<file path="src/rtl/crc_frame_ctrl.sv">
// crc_frame_ctrl: accepts a byte stream, serialises it into an external
// bit-serial CRC engine, then collects the engine's 8-bit result and
// presents it on CRC_Out with a one-cycle CRC_Done strobe.
module crc_frame_ctrl #(
    parameter bit LSB_FIRST = 1'b1,
    parameter int MAX_BYTES = 255
) (
    input  logic       CLK,
    input  logic       Reset,
    input  logic [7:0] In_Data,
    input  logic       In_Valid,
    input  logic       In_Last,
    output logic       In_Ready,
    output logic       Eng_Rst_n,
    output logic       Eng_Active,
    output logic       Eng_Data,
    input  logic       Eng_CRC,
    output logic [7:0] CRC_Out,
    output logic       CRC_Done,
    output logic       Err,
    output logic       Busy
);

    localparam logic [7:0] MAX_CNT = 8'(MAX_BYTES);

    typedef enum logic [2:0] {
        ST_IDLE,
        ST_CLEAR,
        ST_SHIFT,
        ST_WAIT,
        ST_CAPTURE,
        ST_DONE
    } state_t;

    state_t     state_reg;
    state_t     state_next;
    logic [7:0] shift_reg;
    logic [7:0] shift_next;
    logic       last_reg;
    logic [7:0] byte_cnt_reg;
    logic [2:0] bit_cnt_reg;
    logic [7:0] hold_reg;
    logic [7:0] hold_next;
    logic [7:0] crc_out_reg;
    logic       err_reg;

    logic       byte_end;
    logic       more_ok;
    logic       load_next;
    logic       underrun;

    // Last bit of the current byte is on the wire this cycle.
    assign byte_end  = (state_reg == ST_SHIFT) && (bit_cnt_reg == 3'd7);
    // Another byte may follow only if the frame is not closed and not full.
    assign more_ok   = !last_reg && (byte_cnt_reg != MAX_CNT);
    assign load_next = byte_end && more_ok && In_Valid;
    // Frame expected more data but none arrived (or the length cap was hit).
    assign underrun  = byte_end && !last_reg && !load_next;

    assign shift_next = LSB_FIRST ? {1'b0, shift_reg[7:1]} : {shift_reg[6:0], 1'b0};

    // Engine result arrives one bit per CAPTURE cycle; bit k lands in slot k.
    genvar gi;
    generate
        for (gi = 0; gi < 8; gi++) begin : g_hold
            assign hold_next[gi] = ((state_reg == ST_CAPTURE) && (bit_cnt_reg == 3'(gi)))
                                   ? Eng_CRC : hold_reg[gi];
        end
    endgenerate

    // State register.
    always_ff @(posedge CLK) begin
        if (Reset) begin
            state_reg <= ST_IDLE;
        end else begin
            state_reg <= state_next;
        end
    end

    // Next-state decode.
    always_comb begin
        state_next = state_reg;
        case (state_reg)
            ST_IDLE: begin
                if (In_Valid) begin
                    state_next = ST_CLEAR;
                end
            end
            ST_CLEAR: state_next = ST_SHIFT;
            ST_SHIFT: begin
                if (byte_end) begin
                    if (last_reg) begin
                        state_next = ST_WAIT;
                    end else if (load_next) begin
                        state_next = ST_SHIFT;
                    end else begin
                        state_next = ST_IDLE;
                    end
                end
            end
            ST_WAIT: state_next = ST_CAPTURE;
            ST_CAPTURE: begin
                if (bit_cnt_reg == 3'd7) begin
                    state_next = ST_DONE;
                end
            end
            default: state_next = ST_IDLE;
        endcase
    end

    // Output decode; Reset forces the engine into clear and hides all status.
    always_comb begin
        In_Ready   = 1'b0;
        Eng_Rst_n  = 1'b0;
        Eng_Active = 1'b0;
        Eng_Data   = 1'b0;
        Busy       = 1'b0;
        CRC_Done   = 1'b0;
        if (!Reset) begin
            Busy       = (state_reg != ST_IDLE);
            Eng_Rst_n  = (state_reg != ST_CLEAR);
            Eng_Active = (state_reg == ST_SHIFT);
            Eng_Data   = (state_reg == ST_SHIFT) &&
                         (LSB_FIRST ? shift_reg[0] : shift_reg[7]);
            In_Ready   = (state_reg == ST_IDLE) || (byte_end && more_ok);
            CRC_Done   = (state_reg == ST_DONE);
        end
    end

    // Datapath: byte loading, bit/byte counting, result capture, error strobe.
    always_ff @(posedge CLK) begin
        if (Reset) begin
            shift_reg    <= 8'h00;
            last_reg     <= 1'b0;
            byte_cnt_reg <= 8'h00;
            bit_cnt_reg  <= 3'd0;
            hold_reg     <= 8'h00;
            crc_out_reg  <= 8'h00;
            err_reg      <= 1'b0;
        end else begin
            err_reg  <= underrun;
            hold_reg <= hold_next;
            case (state_reg)
                ST_IDLE: begin
                    if (In_Valid) begin
                        shift_reg    <= In_Data;
                        last_reg     <= In_Last;
                        byte_cnt_reg <= 8'd1;
                        bit_cnt_reg  <= 3'd0;
                    end
                end
                ST_CLEAR: bit_cnt_reg <= 3'd0;
                ST_SHIFT: begin
                    bit_cnt_reg <= bit_cnt_reg + 3'd1;
                    if (load_next) begin
                        shift_reg    <= In_Data;
                        last_reg     <= In_Last;
                        byte_cnt_reg <= byte_cnt_reg + 8'd1;
                    end else begin
                        shift_reg <= shift_next;
                    end
                end
                ST_WAIT: bit_cnt_reg <= 3'd0;
                ST_CAPTURE: begin
                    bit_cnt_reg <= bit_cnt_reg + 3'd1;
                    if (bit_cnt_reg == 3'd7) begin
                        crc_out_reg <= hold_next;
                    end
                end
                default: ;
            endcase
        end
    end

    assign CRC_Out = crc_out_reg;
    assign Err     = err_reg;

endmodule

</file>
<file path="config.mk">
export PLATFORM = sky130hd
export DESIGN_NAME = crc_frame_ctrl
export DESIGN_NICKNAME = d
export VERILOG_FILES = /design/src/rtl/crc_frame_ctrl.sv
export SDC_FILE = /design/constraint.sdc
export NUM_CORES = 1
export LEC_CHECK = 0
export CAP_MARGIN = 20
export CORE_UTILIZATION = 54
export CTS_BUF_LIST = sky130_fd_sc_hd__clkbuf_16
export DETAILED_ROUTE_END_ITERATION = 7
export HOLD_SLACK_MARGIN = 0.02
export PLACE_DENSITY_LB_ADDON = 0.08
export SLEW_MARGIN = 20
export SYNTH_ARGS = -nofsm -noshare
export SYNTH_HDL_FRONTEND = slang
export SYNTH_SLANG_ARGS = --single-unit
</file>
<file path="constraint.sdc">
create_clock -name CLK -period 2.8 [get_ports CLK]
set_input_delay 0.28 -clock CLK [delete_from_list [all_inputs] [get_ports CLK]]
set_output_delay 0.28 -clock CLK [all_outputs]
set_load 0.01 [all_outputs]
</file>
==> results.rst, run 1 <==
.. list-table::
   :header-rows: 1

   * - Metric
     - Value
   * - Maximum number of pins on one net before global-route repair
     - 21
   * - Post-route cell area
     - 2460 um2
   * - Post-route non-filler standard cell count
     - roughly 310
   * - Largest buffer count on any clock path
     - 2
   * - Horizontal die dimension
     - ~63 um
   * - Reg2Reg Depth
     - 6
   * - Hold/Removal Path Class
     - reg2reg
   * - Overall power of the completed layout
     - 1400 uW
   * - Maximum level of the CTS H-tree
     - 2
   * - Critical path fanouts, max
     - 11
   * - Largest stage delay on the critical path
     - approximately 0.57 ns
   * - Most used flip-flop cell after synthesis
     - sky130_fd_sc_hd__dfxtp_1
   * - Number of max-capacitance violations reported
     - 0
   * - Post-synthesis register bit count
     - 39
   * - Die outline area
     - approximately 4000 um2
   * - Worst R2R Start
     - bit_cnt_reg[0]
   * - Fraction of post-synthesis cell area in the top cell type by area
     - 0.388
   * - Total of buffers placed on input and output ports
     - 27
   * - R2r endpoint
     - byte_cnt_reg[6]
   * - Crit. Startpoint
     - byte_cnt_reg[0]
   * - ANT nets after route
     - 0
   * - Biggest area consumer among synthesized cells
     - sky130_fd_sc_hd__dfxtp_1
   * - Drt first-iter violations
     - 118
   * - Gr usage total
     - 0.246
   * - Final weighted congestion in routability-driven placement
     - slightly below 0.8
   * - Critical path class
     - reg2out
   * - Capturing element type of the critical path
     - output port
   * - Count of cell types in the netlist
     - 43
   * - TritonCTS clock tree
     - built
   * - Unrepaired setup endpoints after global routing
     - false
   * - Final Hold Fails
     - 0
   * - Number of clock sinks seen by CTS
     - 39
   * - Cell repeated most along the worst path
     - sky130_fd_sc_hd__and3_1
   * - Number of global-route vias before repair
     - 1711
   * - Required time worst endpoint
     - between 2 and 3 ns
   * - Library cell contributing the largest single delay on the critical path
     - sky130_fd_sc_hd__clkdlybuf4s50_1
   * - Data arrival, critical path
     - between 2 and 2.5 ns
   * - Y dimension of the die
     - ~63 um
   * - Uppermost signal routing layer after detailed routing
     - met4
   * - Top cell family by delay on the critical path
     - simple AND/OR/NAND/NOR gates
   * - Final routed wirelength across all metal layers
     - between 4 and 5 mm
   * - HPWL after DPL
     - between 2 and 3 mm
   * - Resized cells post-CTS
     - 0
   * - Area inside the core boundary
     - between 3000 and 4000 um2
   * - R2R setup slack
     - 0.44 ns
   * - Final critical-path required period
     - between 2 and 2.5 ns
   * - Amount of wire on met3 after detailed routing
     - 174 um
   * - Initial Utilization
     - 0.584
   * - Gate count after technology mapping
     - 240
   * - Hold-fix buffer count after cts
     - 0
   * - Achievable Freq
     - roughly 400 MHz
   * - Cell Area, Synth
     - slightly above 2000 um2
   * - Sequential-to-total area share from yosys stat
     - 0.388
   * - Endpoint of the worst hold path
     - shift_reg[7]
   * - I/O Pins
     - 28
   * - # nets final
     - between 200 and 300
   * - Layout-stage area growth over the synthesis result
     - 22.5%
   * - Clock latency at the later pin of the worst-skew pair
     - around 0.28 ns
   * - Grt ovf
     - 0
   * - Worst slew margin relative to its limit
     - 0.609
   * - Async set or reset register ratio after synthesis
     - 0
   * - Final Setup Violations
     - 0
   * - Final-report max-slew violation count
     - 0
   * - Router iterations before antenna repair
     - 4
   * - Floorplan row count
     - 21
   * - Global-route wire length before repair
     - around 7.8 mm
   * - Result of the run
     - finished, final reports clean
   * - CTS Root Buffer Type
     - sky130_fd_sc_hd__clkbuf_16
   * - Total power density per cell area
     - roughly 570 nW/um2
   * - Type of origin of the critical path
     - register
   * - Number of enable-type register cells in the synthesized netlist
     - 0
   * - Fraction of layout instances using a drive strength above 1
     - 0.0899
   * - Library cell with the highest instance count after synthesis
     - sky130_fd_sc_hd__dfxtp_1
   * - Portion of the clock cycle consumed by the worst path in the final layout
     - 0.891
   * - Number of antenna violations at the first check in global routing
     - 0
   * - Count of placed standard cells including taps
     - 305
   * - Sequence of cells on the critical path
     - ha_1, and3_1, and3_1, nor3_1, clkdlybuf4s50_1
   * - Worst IR Drop VDD
     - around 0.54 mV
   * - Final total negative setup slack
     - 0 ns
   * - Yosys warning total
     - 0
   * - WL met2
     - slightly above 2 mm
   * - Ant diodes
     - 0
   * - Routed metal-1 wire length
     - ~2.3 mm
   * - Post-DR vias/cell
     - between 5 and 6
   * - Num CTS Buffers
     - 5
   * - Worst Max-Slew Pin Slew
     - ~0.59 ns
   * - Post-CTS clock slew at the launch and capture registers of the worst setup and hold paths
     - 0.06 ns
   * - Cell depth of the worst min-delay path
     - 2
   * - Top cell types by occurrence after synthesis
     - sky130_fd_sc_hd__dfxtp_1, sky130_fd_sc_hd__nor2_1, sky130_fd_sc_hd__nand2_1
   * - Drt drc
     - 0
   * - Dominant cells by area after synthesis
     - sky130_fd_sc_hd__dfxtp_1, sky130_fd_sc_hd__nor2_1, sky130_fd_sc_hd__mux2i_1, sky130_fd_sc_hd__ha_1, sky130_fd_sc_hd__a21oi_1
   * - Via total after detailed routing
     - about 1800
   * - Number of buffer and inverter instances along the worst setup path
     - 1
   * - Synth Net Count
     - 260
   * - Synth Area per Inst
     - between 8 and 9 um2
   * - Clock skew after layout
     - 0.00363 ns
   * - Static leakage power
     - between 0.0008 and 0.0009 uW
   * - Source of the worst hold timing path
     - shift_reg[7]
   * - Routed wirelength normalized by instance count
     - roughly 14 um
   * - Post-Place Cell Area
     - 2320 um2
   * - Setup Fix Bufs, Post-CTS
     - 0
[stage by stage]
| stage | worst slack (ns) | utilization | hold slack, ns |
|---|---|---|---|
| 2_1_floorplan | 0.710 | - | 0.428 |
| 3_3_place_gp | 0.603 | 0.673 | 0.448 |
| 3_5_place_dp | 0.481 | 0.673 | 0.451 |
| 4_1_cts | 0.312 | 0.715 | 0.459 |
| 5_1_grt | 0.236 | 0.715 | 0.487 |
| 6_report | 0.304 | 0.715 | 0.461 |
[routing by layer]
metal  vias up  GRT usage
met2        39      0.379
met1       853      0.326
met4         0     0.0959
met5         -          0
met3         7     0.0620
li1        920          -
[kinds of logic (layout without fill, tap and decap cells)]
group                      count (synthesis)  count (layout)  share of synthesized area
and+or+nand+nor                           99              99                      0.257
AOI/OAI and AO/OA                         61              61                      0.204
adders and majority gates                  7               7                     0.0436
DFF                                       39              39                      0.388
buffers and inverters                     24              51                     0.0572
muxes                                     10              10                     0.0498
[how the worst max path moves through the flow]
| stage | end | slack [ns] | cells past startpoint |
|---|---|---|---|
| after floorplan | byte_cnt_reg[6] | 0.71 | 7 |
| after global placement | byte_cnt_reg[4] | 0.60 | 6 |
| after detailed placement | byte_cnt_reg[6] | 0.48 | 6 |
| after CTS | In_Ready | 0.31 | 5 |
| after global routing | In_Ready | 0.24 | 7 |
| final | In_Ready | 0.30 | 5 |
[cells in the final DEF (no fill, tap or decap), types with 2 or more instances in the layout]
cell / n
sky130_fd_sc_hd__nand2_1: 18
sky130_fd_sc_hd__a21o_1: 2
sky130_fd_sc_hd__or3b_2: 3
sky130_fd_sc_hd__o31ai_1: 3
sky130_fd_sc_hd__nor2_1: 29
sky130_fd_sc_hd__a31oi_1: 2
sky130_fd_sc_hd__clkinvlp_4: 2
sky130_fd_sc_hd__ha_1: 7
sky130_fd_sc_hd__and3_1: 3
sky130_fd_sc_hd__a211oi_1: 7
sky130_fd_sc_hd__and2_1: 2
sky130_fd_sc_hd__a21boi_1: 4
sky130_fd_sc_hd__and4_1: 2
sky130_fd_sc_hd__inv_1: 7
sky130_fd_sc_hd__clkbuf_16: 5
sky130_fd_sc_hd__dfxtp_1: 39
sky130_fd_sc_hd__or4_1: 3
sky130_fd_sc_hd__nor3_1: 5
sky130_fd_sc_hd__nand3_1: 16
sky130_fd_sc_hd__o21bai_1: 3
sky130_fd_sc_hd__nor4b_1: 4
sky130_fd_sc_hd__clkdlybuf4s50_1: 27
sky130_fd_sc_hd__nand2b_1: 6
sky130_fd_sc_hd__a21oi_1: 16
sky130_fd_sc_hd__a311oi_1: 8
sky130_fd_sc_hd__o21ai_0: 10
sky130_fd_sc_hd__buf_4: 9
sky130_fd_sc_hd__mux2i_1: 10
sky130_fd_sc_hd__nand3b_1: 2
[final cells by class]
cell class,count,area (um2)
Tap cell,46,57.6
Clock buffer,5,125
Timing Repair Buffer,36,338
Clock inverter,3,20.0
Inverter,7,26.3
Sequential cell,39,781
Multi-Input combinational cell,177,1110
Fill cell,302,980
[worst min-delay path, stage by stage, from the launching register on]
cell and delay (ns):
sky130_fd_sc_hd__dfxtp_1 0.31, sky130_fd_sc_hd__nand2_1 0.05, sky130_fd_sc_hd__a21oi_1 0.05
[power breakdown]
group | internal, uW | switching (uW)
Combinational | 105 | 127
Sequential | 584 | 26.6
Clock | 328 | 226
(Power assumes the default switching activity.)
==> run 2, diff against run 1 <==
--- a/config.mk
+++ b/config.mk
@@ -10,6 +10,7 @@
 export CTS_BUF_LIST = sky130_fd_sc_hd__clkbuf_16
 export DETAILED_ROUTE_END_ITERATION = 7
 export HOLD_SLACK_MARGIN = 0.02
+export MAX_ROUTING_LAYER = met4
 export PLACE_DENSITY_LB_ADDON = 0.08
 export SLEW_MARGIN = 20
 export SYNTH_ARGS = -nofsm -noshare
==> constraint.sdc (replaced) <==
create_clock -name CLK -period 2.38 [get_ports CLK]
set_input_delay 0.238 -clock CLK [delete_from_list [all_inputs] [get_ports CLK]]
set_output_delay 0.238 -clock CLK [all_outputs]
set_load 0.01 [all_outputs]
==> run 2 against run 1 <==
  * Final area grew 1.7%
  * Non-clock buffer count is 3 higher
  * Sequential power increased by 18%
  * Routed wire length fell by 0.86%
  * Count of clock-buffer cells in the layout is the same
  * Via count grew 2.0%
  * Global-route usage rose by 1.6 points
  * Setup slack worse by 0.15 ns
  * Critical endpoint is now byte_cnt_reg[6]
  * Highest routed layer unchanged
==> results.rst, run 2 (same netlist as run 1, synthesis figures left out) <==
.. list-table::
   :header-rows: 1

   * - Metric
     - Value
   * - Result of the run
     - finished, final reports clean
   * - Required time worst endpoint
     - approximately 2.6 ns
   * - Post-CTS clock slew at the launch and capture registers of the worst setup and hold paths
     - 0.05 ns
   * - Number of global-route vias before repair
     - between 1500 and 2000
   * - Gr usage total
     - 0.262
   * - Y dimension of the die
     - 63.0 um
   * - Router iterations before antenna repair
     - 4
   * - Net Sw Frac
     - 0.251
   * - Post-DR vias/cell
     - 5.87
   * - Total power density per cell area
     - around 690 nW/um2
   * - Worst slew margin relative to its limit
     - 0.619
   * - Routed wirelength normalized by instance count
     - roughly 14 um
   * - Clock power share
     - 0.427
   * - Number of max-capacitance violations reported
     - 0
   * - Portion of the clock cycle consumed by the worst path in the final layout
     - 0.933
   * - Busiest grt layer
     - met2
   * - Floorplan row count
     - 21
   * - Worst Max-Slew Pin Slew
     - 0.568 ns
   * - Setup Fix Bufs, Post-CTS
     - 0
   * - Horizontal die dimension
     - around 63 um
   * - Drt first-iter violations
     - 152
   * - Critical path class
     - reg2reg
   * - Achievable Freq
     - 450 MHz
   * - Maximum number of pins on one net before global-route repair
     - 19
   * - Portion of total power attributed to sequential cells
     - 0.416
   * - Area inside the core boundary
     - 3440 um2
   * - Global routing met3 resource utilization
     - 0.0566
   * - Initial Utilization
     - 0.584
   * - Post-Place Cell Area
     - around 2300 um2
   * - Cell depth of the worst min-delay path
     - 2
   * - Post-route cell area
     - about 2500 um2
   * - Reg2Reg Depth
     - 6
   * - Comb pwr share
     - 0.158
   * - Final weighted congestion in routability-driven placement
     - a little under 0.8
   * - Clock skew after layout
     - 0.00388 ns
   * - Capturing element type of the critical path
     - register
   * - Type of origin of the critical path
     - register
   * - Number of antenna violations at the first check in global routing
     - 0
   * - Hold/Removal Path Class
     - reg2reg
   * - Final-report max-slew violation count
     - 0
   * - Source of the worst hold timing path
     - hold_reg[3]
   * - Final routed wirelength across all metal layers
     - ~4.5 mm
   * - Global-route wire length before repair
     - roughly 8.0 mm
   * - Final critical-path required period
     - ~2.2 ns
   * - Maximum level of the CTS H-tree
     - 2
   * - Most common library cell in the layout ignoring fill and taps
     - sky130_fd_sc_hd__dfxtp_1
   * - Worst IR Drop VDD
     - around 0.48 mV
   * - Global routing usage on met1
     - 0.365
   * - Grt ovf
     - 0
   * - Data arrival, critical path
     - ~2.4 ns
   * - Endpoint of the worst hold path
     - hold_reg[3]
   * - Critical path fanouts, max
     - 10
   * - Largest buffer count on any clock path
     - 2
   * - Static leakage power
     - 0.000925 uW
   * - Num CTS Buffers
     - 5
   * - Fraction of layout instances using a drive strength above 1
     - 0.100
   * - Drt drc
     - 0
   * - R2R setup slack
     - ~0.16 ns
   * - Worst R2R Start
     - bit_cnt_reg[0]
   * - Die outline area
     - slightly below 4000 um2
   * - I/O Pins
     - 28
   * - Reported net switching power
     - 436 uW
   * - Final total negative setup slack
     - 0 ns
   * - Number of clock sinks seen by CTS
     - 39
   * - Via total after detailed routing
     - about 1900
   * - Final Setup Violations
     - 0
   * - TritonCTS clock tree
     - built
   * - # nets final
     - approximately 290
   * - Layout-stage area growth over the synthesis result
     - 24.5%
   * - Clock latency at the later pin of the worst-skew pair
     - roughly 0.28 ns
   * - R2r endpoint
     - byte_cnt_reg[6]
   * - HPWL after DPL
     - a little over 3 mm
   * - Ant diodes
     - 0
   * - Internal power summed over all cells
     - approximately 1300 uW
   * - ANT nets after route
     - 0
   * - CTS Root Buffer Type
     - sky130_fd_sc_hd__clkbuf_16
   * - Unrepaired setup endpoints after global routing
     - false
   * - Top library cells by usage in the layout, fill and taps aside
     - sky130_fd_sc_hd__dfxtp_1, sky130_fd_sc_hd__nor2_1, sky130_fd_sc_hd__clkdlybuf4s50_1
   * - GR met2 Demand/Resource
     - 0.376
   * - Final Hold Fails
     - 0
   * - Total of buffers placed on input and output ports
     - 27
run 2: timing repair:
| item | in CTS | in global routing |
|---|---|---|
| hold buffers | 0 | 0 |
| gates resized for setup | 2 | 0 |
| endpoints found under the setup margin | 1 | 0 |
| endpoints found under the hold margin | 0 | 0 |
run 2: power by group through the flow:
stage	logic, uW	clock network, uW	registers [uW]
final	274	741	723
after CTS	273	752	722
after detailed placement	272	0	736
after global placement	267	0	735
after floorplan	198	0	719
after global routing	304	786	729
run 2: how the worst max path moves through the flow:
stage / start / end / slack, ns
2_1_floorplan: bit_cnt_reg[0] / byte_cnt_reg[6] / 0.29
3_3_place_gp: bit_cnt_reg[0] / byte_cnt_reg[4] / 0.27
3_5_place_dp: bit_cnt_reg[0] / byte_cnt_reg[6] / 0.20
4_1_cts: bit_cnt_reg[0] / byte_cnt_reg[6] / 0.16
5_1_grt: bit_cnt_reg[0] / byte_cnt_reg[7] / 0.003
6_report: bit_cnt_reg[0] / byte_cnt_reg[6] / 0.16
run 2: per-stage QoR:
stage	utilization	std cells	setup WS (ns)	power [uW]	hold slack, ns
floorplan	-	240	0.290	917	0.386
global placement	0.680	308	0.270	1000	0.446
detailed placement	0.680	308	0.197	1010	0.454
CTS	0.727	316	0.162	1750	0.469
global route	0.727	316	0.00259	1820	0.494
finish	0.727	316	0.159	1740	0.465
run 2: metal layers:
metal  vias up  part of all wire
met5         -                 0
met4         0            0.0085
met3         4             0.042
met2        41              0.47
met1       881              0.48
li1        929                 -
run 2: area by class of cell:
cell class | instances | area (um2)
clock buffer | 5 | 125
clock inverter | 3 | 38.8
fill | 287 | 938
inverter | 7 | 26.3
multi-input combinational | 177 | 1120
sequential | 39 | 781
tap | 46 | 57.6
timing repair buffer | 39 | 359
run 2: critical path, stage by stage, from the launching register on:
cell	delay, ns
sky130_fd_sc_hd__dfxtp_1	0.44
sky130_fd_sc_hd__ha_1	0.21
sky130_fd_sc_hd__ha_1	0.18
sky130_fd_sc_hd__nand2b_2	0.09
sky130_fd_sc_hd__a2111o_1	0.56
sky130_fd_sc_hd__or4_1	0.52
sky130_fd_sc_hd__a21boi_1	0.15
